--- config.mk ---
export PLATFORM = sky130hd
export DESIGN_NAME = rv_fetch
export DESIGN_NICKNAME = d
export VERILOG_FILES = /design/src/rtl/rv_fetch.sv
export SDC_FILE = /design/constraint.sdc
export NUM_CORES = 1
export LEC_CHECK = 0
export CORE_MARGIN = 10
export CORE_UTILIZATION = 35
export CTS_CLUSTER_SIZE = 25
export DETAILED_ROUTE_END_ITERATION = 10
export PLACE_DENSITY_LB_ADDON = 0.25
export RECOVER_POWER = 25
export SYNTH_ARGS = -nofsm -noshare
export SYNTH_HDL_FRONTEND = slang
export SYNTH_SLANG_ARGS = --single-unit
export TNS_END_PERCENT = 100
--- constraint.sdc ---
create_clock -name clk -period 1.9 [get_ports clk]
set_clock_uncertainty 0.15 [all_clocks]
set_input_delay 0.38 -clock clk [delete_from_list [all_inputs] [get_ports clk]]
set_output_delay 0.38 -clock clk [all_outputs]
set_load 0.05 [all_outputs]
--- src/rtl/rv_fetch.sv ---
// Instruction fetch stage: one instruction per cycle from a synchronous-read memory.
// Stall holds the presented instruction in a skid register; a redirect causes one bubble.
module rv_fetch #(
  parameter logic [31:0] RESET_PC  = 32'h0000_0000,
  parameter int          IMEM_SIZE = 64
) (
  input  logic        clk,
  input  logic        rst_n,
  output logic [15:0] imem_addr_o,
  input  logic [31:0] instr_i,
  input  logic        stall_i,
  input  logic        redirect_i,
  input  logic [31:0] redirect_pc_i,
  output logic [31:0] instr_o,
  output logic [31:0] pc_o,
  output logic        valid_o,
  output logic        misalign_o
);

  typedef enum logic [1:0] {BOOT, RUN, HOLD, FLUSH} state_e;

  // Word-address mask; IMEM_SIZE is expected to be a power of two in K-words.
  localparam logic [15:0] ADDR_MASK = 16'(IMEM_SIZE * 1024 - 1);

  state_e      state_q, state_d;
  logic [31:0] pc_q, pc_d;
  logic [31:0] pc_out_q, pc_out_d;
  logic        valid_q, valid_d;
  logic [31:0] hold_q, hold_d;
  logic        hold_vld_q, hold_vld_d;
  logic        misalign_q, misalign_d;
  logic        advance;

  always_ff @(posedge clk or negedge rst_n) begin
    if (!rst_n) begin
      state_q    <= BOOT;
      pc_q       <= RESET_PC;
      pc_out_q   <= 32'h0;
      valid_q    <= 1'b0;
      hold_q     <= 32'h0;
      hold_vld_q <= 1'b0;
      misalign_q <= 1'b0;
    end else begin
      state_q    <= state_d;
      pc_q       <= pc_d;
      pc_out_q   <= pc_out_d;
      valid_q    <= valid_d;
      hold_q     <= hold_d;
      hold_vld_q <= hold_vld_d;
      misalign_q <= misalign_d;
    end
  end

  always_comb begin
    state_d    = state_q;
    pc_d       = pc_q;
    pc_out_d   = pc_out_q;
    valid_d    = valid_q;
    hold_d     = hold_q;
    hold_vld_d = hold_vld_q;
    misalign_d = 1'b0;

    // A bubble can never be stalled, so an empty output always refills.
    advance = !redirect_i && (!valid_q || !stall_i);

    if (redirect_i) begin
      pc_d       = {redirect_pc_i[31:2], 2'b00};
      valid_d    = 1'b0;
      hold_vld_d = 1'b0;
      misalign_d = |redirect_pc_i[1:0];
      state_d    = FLUSH;
    end else if (advance) begin
      pc_out_d   = pc_q;
      valid_d    = 1'b1;
      pc_d       = pc_q + 32'd4;
      hold_vld_d = 1'b0;
      state_d    = RUN;
    end else if (state_q != HOLD) begin
      // Memory data for pc_out is only on instr_i in the first stalled cycle.
      hold_d     = instr_i;
      hold_vld_d = 1'b1;
      state_d    = HOLD;
    end
  end

  assign imem_addr_o = pc_q[17:2] & ADDR_MASK;
  assign instr_o     = hold_vld_q ? hold_q : instr_i;
  assign pc_o        = pc_out_q;
  assign valid_o     = valid_q;
  assign misalign_o  = misalign_q;

endmodule

==> metrics.txt, run 1 <==
CP arrival 1540 ps; peak supply drop around 480 µV; leak pwr 3.13 nW; worst reg2reg path depth 4; Die W 135 µm; placed insts 719; Hold Path Stages 3; Slew headroom 40.1%; yosys warns 0; final hold violation count 0; Finished Layout Cells between 700 and 800; post-synthesis sequential area ratio about 52%; Clock Sinks 97; post-DR vias/cell 4.75; Routed wire per std cell 17.1 µm; crit-path max FO 8; CTS clk-pin slew, worst paths roughly 60 ps; first-pass GRT wire length 20,100 µm; WHS Endpoint pc_q[23]; share of cells above drive strength 1 approximately 46%; Max Freq 0.484 GHz; H-tree levels 3; total number of vias 3,531; pwr/cell area 903 nW/µm²; detailed placement HPWL roughly 9000 µm; I/O pins 150; number of synthesized flops with an enable pin 0; # DRC 0; FF+latch count, synth 97; chip height ~140 µm; Placement Rows 42; Port Buffers ~150; Synth Area in Adders 0.268%; fin. max-slew vios 0; largest family of logic cells by synthesized area multiplexers; Seq. cell area approximately 2400 µm²; Fin Setup TNS -5630 ps; failing checks setup timing; routed wire length between 10,000 and 15,000 µm; Mapped Area 4670 µm²; synthesis-to-layout area growth 52.8%; pin count of the biggest net entering global routing 55; die area 18,400 µm²; Synth Instances 386; Main synth FF type dfrtp_1; Final period util 109%; core area about 13,000 µm²; number of global-route vias before repair 3,754; nets@finish 633; Distinct cells, synth 33; RSZ-0062 raised after global routing yes; GRT Total Usage 13.8%; Final setup viols 56; Async SR Flop Fraction 100%; multiplexer share of the synthesized area 23.4%; Num CTS Buffers 9; initial antenna violation count 1; Final Wtd Congestion 0.785; RR Startpoint valid_o; average cell area after synthesis between 10 and 15 µm²; area of the multi-input gates around 2100 µm²; HP Start redirect_i; post-layout min period between 2000 and 2500 ps; initial drt markers 120; Root Driver clkbuf_16; type of origin of the critical path register; DRT Pass-1 Iters 4; Synth Area in Compound Gates 3.59%; worst reg2reg endpoint pc_o[27]; Reg2Reg Setup Slack -50 ps; Setup CP Type register to output pin; Worst-Margin Slew around 900 ps; Worst Path Required ~1400 ps; dpl ws -347 ps; final setup margin -167 ps; commonest non-fill, non-tap cell in the layout dfrtp_1; Initial Util between 30 and 40%; most frequent cells in the layout 96 x dfrtp_1, 88 x mux2_2, 78 x buf_4; status complete, but fails checks; global route overflow 0; fraction of synthesized cell area in xor and xnor cells ~5.4%; max_cap viols 0; Worst-Skew Late Latency 340 ps; TritonCTS clock tree yes; CTS Buffer Depth 2; Hold WC Path Type input pin to register; ANT nets after route 0; filler instances 1,133; Synth Area in Simple Gates between 10% and 20%; crit path capture type output pin
-- cells in the mapped netlist, types with 2 or more instances --
library cell  instances  area, µm²
nand2_1              39        146
mux2_2               96       1080
o21ai_1               3       15.0
a21oi_1               2       10.0
nor2_1                7       26.3
dfrtp_1              97       2430
nor3_1                4       20.0
nand4_1               9       56.3
and3_1                3       18.8
nor4_1                2       12.5
nand3_1              10       50.1
and3_2                2       15.0
and4_1                2       17.5
xnor2_1              16        140
clkbuf_1             16       60.1
o21ai_0              25        125
inv_1                 7       26.3
xor2_1               13        114
buf_4                18        135
nor4_4                2       42.5
-- power breakdown --
group / internal, mW / total, mW / switching, mW
Combinational: 0.931 / 2.17 / 1.24
Sequential: 2.39 / 2.57 / 0.180
Clock: 0.974 / 1.70 / 0.726
-- sequential cells by signal (all words and copies together) (netlist names) --
signal / count
misalign_o: 1
state_q: 2
hold_vld_q: 1
pc_q: 30
pc_o: 30
hold_q: 32
valid_o: 1
-- cell type report --
| cell class | instances | share of cell area, % |
|---|---|---|
| Clock buffer | 13 | 3.79 |
| Antenna cell | 1 | 0.0351 |
| Tap cell | 176 | 3.09 |
| Multi-Input combinational cell | 248 | 29.9 |
| Sequential cell | 97 | 34.0 |
| Timing Repair Buffer | 201 | 28.7 |
| Inverter | 7 | 0.368 |
-- per-stage QoR --
| stage | util (%) | total power [mW] | area [µm²] | hold WS [ps] |
|---|---|---|---|---|
| 6_report | 54.3 | 6.44 | 7130 | 242 |
| 5_1_grt | 54.3 | 6.75 | 7130 | 289 |
| 4_1_cts | 53.5 | 6.51 | 7030 | 166 |
| 3_5_place_dp | 49.6 | 4.70 | 6510 | 222 |
| 3_3_place_gp | 49.6 | 4.65 | 6510 | 215 |
| 2_1_floorplan | - | 3.89 | 4690 | -65.6 |
-- cells by family (layout without fill, tap and decap cells) --
family | count (synthesis) | count (layout)
AOI/OAI and AO/OA | 32 | 32
xor gates and xnor gates | 29 | 29
adders and majority gates | 1 | 1
buffers and inverters | 42 | 221
DFF | 97 | 97
muxes | 97 | 97
other | 1 | 3
and+or+nand+nor | 87 | 87
-- layer usage --
| metal | wire [µm] | track usage, % | vias up | share of wire (%) |
|---|---|---|---|---|
| met5 | 0 | 0 | - | 0 |
| met4 | 167 | 5.02 | 0 | 1.3 |
| met3 | 1250 | 5.82 | 12 | 9.8 |
| met2 | 6070 | 21.6 | 109 | 48 |
| met1 | 5260 | 16.5 | 1722 | 41 |
| li1 | - | - | 1688 | - |
-- critical path, stage by stage (launching register included) --
cell,delay [ps]
dfrtp_2,430
buf_6,150
buf_16,140
mux2_4,310
buf_12,150
-- worst max-delay path by stage --
stage	startpoint	end	slack [ps]	depth (start not counted)
2_1_floorplan	valid_o	hold_q[10]	-40	4
3_3_place_gp	stall_i	pc_q[22]	-340	6
3_5_place_dp	stall_i	pc_q[22]	-350	6
4_1_cts	hold_vld_q	instr_o[9]	-180	4
5_1_grt	hold_vld_q	instr_o[15]	-190	4
6_report	hold_vld_q	instr_o[15]	-170	4
-- what timing repair did --
action | 4_1_cts | 5_1_grt
pin swaps | 0 | 19
gates resized for setup | 38 | 34
hold endpoints to repair | 32 | 0
setup endpoints to repair | 32 | 78
setup buffers | 2 | 5
hold buffers | 1 | 0
cloned | 3 | 0
Note: power is estimated with default switching activity, not from simulation.
==> run 2: changes to the inputs <==
--- a/config.mk
+++ b/config.mk
@@ -6,7 +6,7 @@
 export NUM_CORES = 1
 export LEC_CHECK = 0
 export CORE_MARGIN = 10
-export CORE_UTILIZATION = 35
+export CORE_UTILIZATION = 42
 export CTS_CLUSTER_SIZE = 25
 export DETAILED_ROUTE_END_ITERATION = 10
 export PLACE_DENSITY_LB_ADDON = 0.25
==> run 2 against run 1 <==
  * The flow still finishes with violations (setup timing)
  * Sequential power barely moved
  * Combinational power is essentially flat
  * Worst hold slack lost 10 ps
  * Clock-buffer cell count shrank 4
  * Maximum frequency is 2.3% higher
  * Register-to-register slack hardly changed
  * Design area is 1.0% lower
  * Final cell count shrank 5.0%
  * First-iteration DRC count rose by 39%
  * Routed wire length shrank 1.1%
  * Critical path type unchanged
==> metrics.txt, run 2 (same netlist as run 1, synthesis figures left out) <==
initial drt markers roughly 170; final hold violation count 0; GRT Total Usage 15.5%; peak supply drop between 500 and 600 µV; Final setup viols 36; detailed placement HPWL slightly above 9000 µm; commonest non-fill, non-tap cell in the layout dfrtp_1; routed wire length about 13,000 µm; RSZ-0062 raised after global routing yes; Hold Path Stages 3; global route overflow 0; CP arrival between 1000 and 1500 ps; total number of vias ~3,500; ANT nets after route 0; I/O pins 150; failing checks setup timing; leak pwr 3.14 nW; TritonCTS clock tree yes; post-DR vias/cell 5.02; Reg2Reg Setup Slack -50 ps; crit-path max FO 16; Port Buffers roughly 150; nets@finish about 630; DRT Pass-1 Iters 4; Placement Rows 38; total power 6.30 mW; # DRC 0; Clock Sinks 97; chip height between 100 and 150 µm; WHS Endpoint state_q[0]; worst reg2reg endpoint pc_q[22]; type of origin of the critical path register; synthesis-to-layout area growth 51.3%; n_diodes 0; filler instances between 800 and 900; max FFs per register 32; share of cells above drive strength 1 47.5%; initial antenna violation count 0; Worst-Skew Late Latency ~350 ps; Worst-Margin Slew around 890 ps; Die W around 130 µm; Fin Setup TNS -3490 ps; crit path capture type output pin; post-layout min period approximately 2000 ps; Final period util 106%; core area 10,800 µm²; Routed wire per std cell ~18 µm; Initial Util 43.1%; number of global-route vias before repair ~3,800; Reg with most FFs hold_q; RR Startpoint pc_q[2]; Root Driver clkbuf_8; Setup CP Type register to output pin; CTS clk-pin slew, worst paths around 90 ps; Num CTS Buffers 9; pwr/cell area ~890 nW/µm²; Layout Utilization approximately two thirds; final setup margin -120 ps; placed insts between 600 and 700; pin count of the biggest net entering global routing between 90 and 100; Slew headroom 41.0%; first-pass GRT wire length 20,200 µm; status complete, but fails checks; most frequent cells in the layout 96 x dfrtp_1, 85 x mux2_2, 80 x buf_4; max_cap viols 0; fin. max-slew vios 0; H-tree levels 3; Worst Path Required roughly 1400 ps; Finished Layout Cells between 700 and 800; die area ~16,000 µm²; worst reg2reg path depth 6; Max Freq ~0.5 GHz; CTS Buffer Depth 2; Final Wtd Congestion roughly 0.76; Hold WC Path Type input pin to register; HP Start redirect_i
## run 2: critical path: stages, from the launching register on
cell and delay, ps:
dfrtp_2 420, clkbuf_16 200, mux2_2 350, buf_6 150
## run 2: layer usage
layer	routed length, µm	global-route usage (%)
met1	5210	18.3
met2	6200	25.4
met3	1080	6.55
met4	99	4.07
met5	0	0
## run 2: final cells by class
class | count | area, µm² | share of cell area [%]
sequential | 97 | 2430 | 34.4
multi-input combinational | 248 | 2160 | 30.6
timing repair buffer | 201 | 2050 | 29.1
tap | 140 | 175 | 2.48
clock buffer | 9 | 124 | 1.75
clock inverter | 4 | 95.1 | 1.35
inverter | 7 | 26.3 | 0.372
## run 2: what timing repair did
item	in CTS	in global routing
resized for setup	32	37
hold endpoints to repair	97	0
gates cloned	0	1
setup endpoints to repair	36	79
hold buffers	1	0
pin swaps	0	17
setup buffers	0	9
## run 2: metrics by stage
stage	worst slack (ps)	hold WS, ps	cell area (µm²)
CTS	-151	209	6870
floorplan	-39.2	-65.6	4690
global route	-174	226	7060
detailed placement	-380	333	6520
finish	-120	232	7060
global placement	-377	334	6520
## run 2: how the worst max path moves through the flow
| stage | end | startpoint | depth (start not counted) |
|---|---|---|---|
| 5_1_grt | instr_o[21] | hold_vld_q | 3 |
| 4_1_cts | instr_o[19] | hold_vld_q | 3 |
| 6_report | instr_o[17] | hold_vld_q | 3 |
| 3_5_place_dp | pc_q[22] | stall_i | 6 |
| 2_1_floorplan | hold_q[10] | valid_o | 4 |
| 3_3_place_gp | pc_q[22] | stall_i | 6 |
## run 2: where the power goes
| group | internal (mW) | total, mW | switching [mW] |
|---|---|---|---|
| combinational | 0.953 | 2.20 | 1.25 |
| clock | 0.852 | 1.54 | 0.686 |
| sequential | 2.38 | 2.56 | 0.184 |
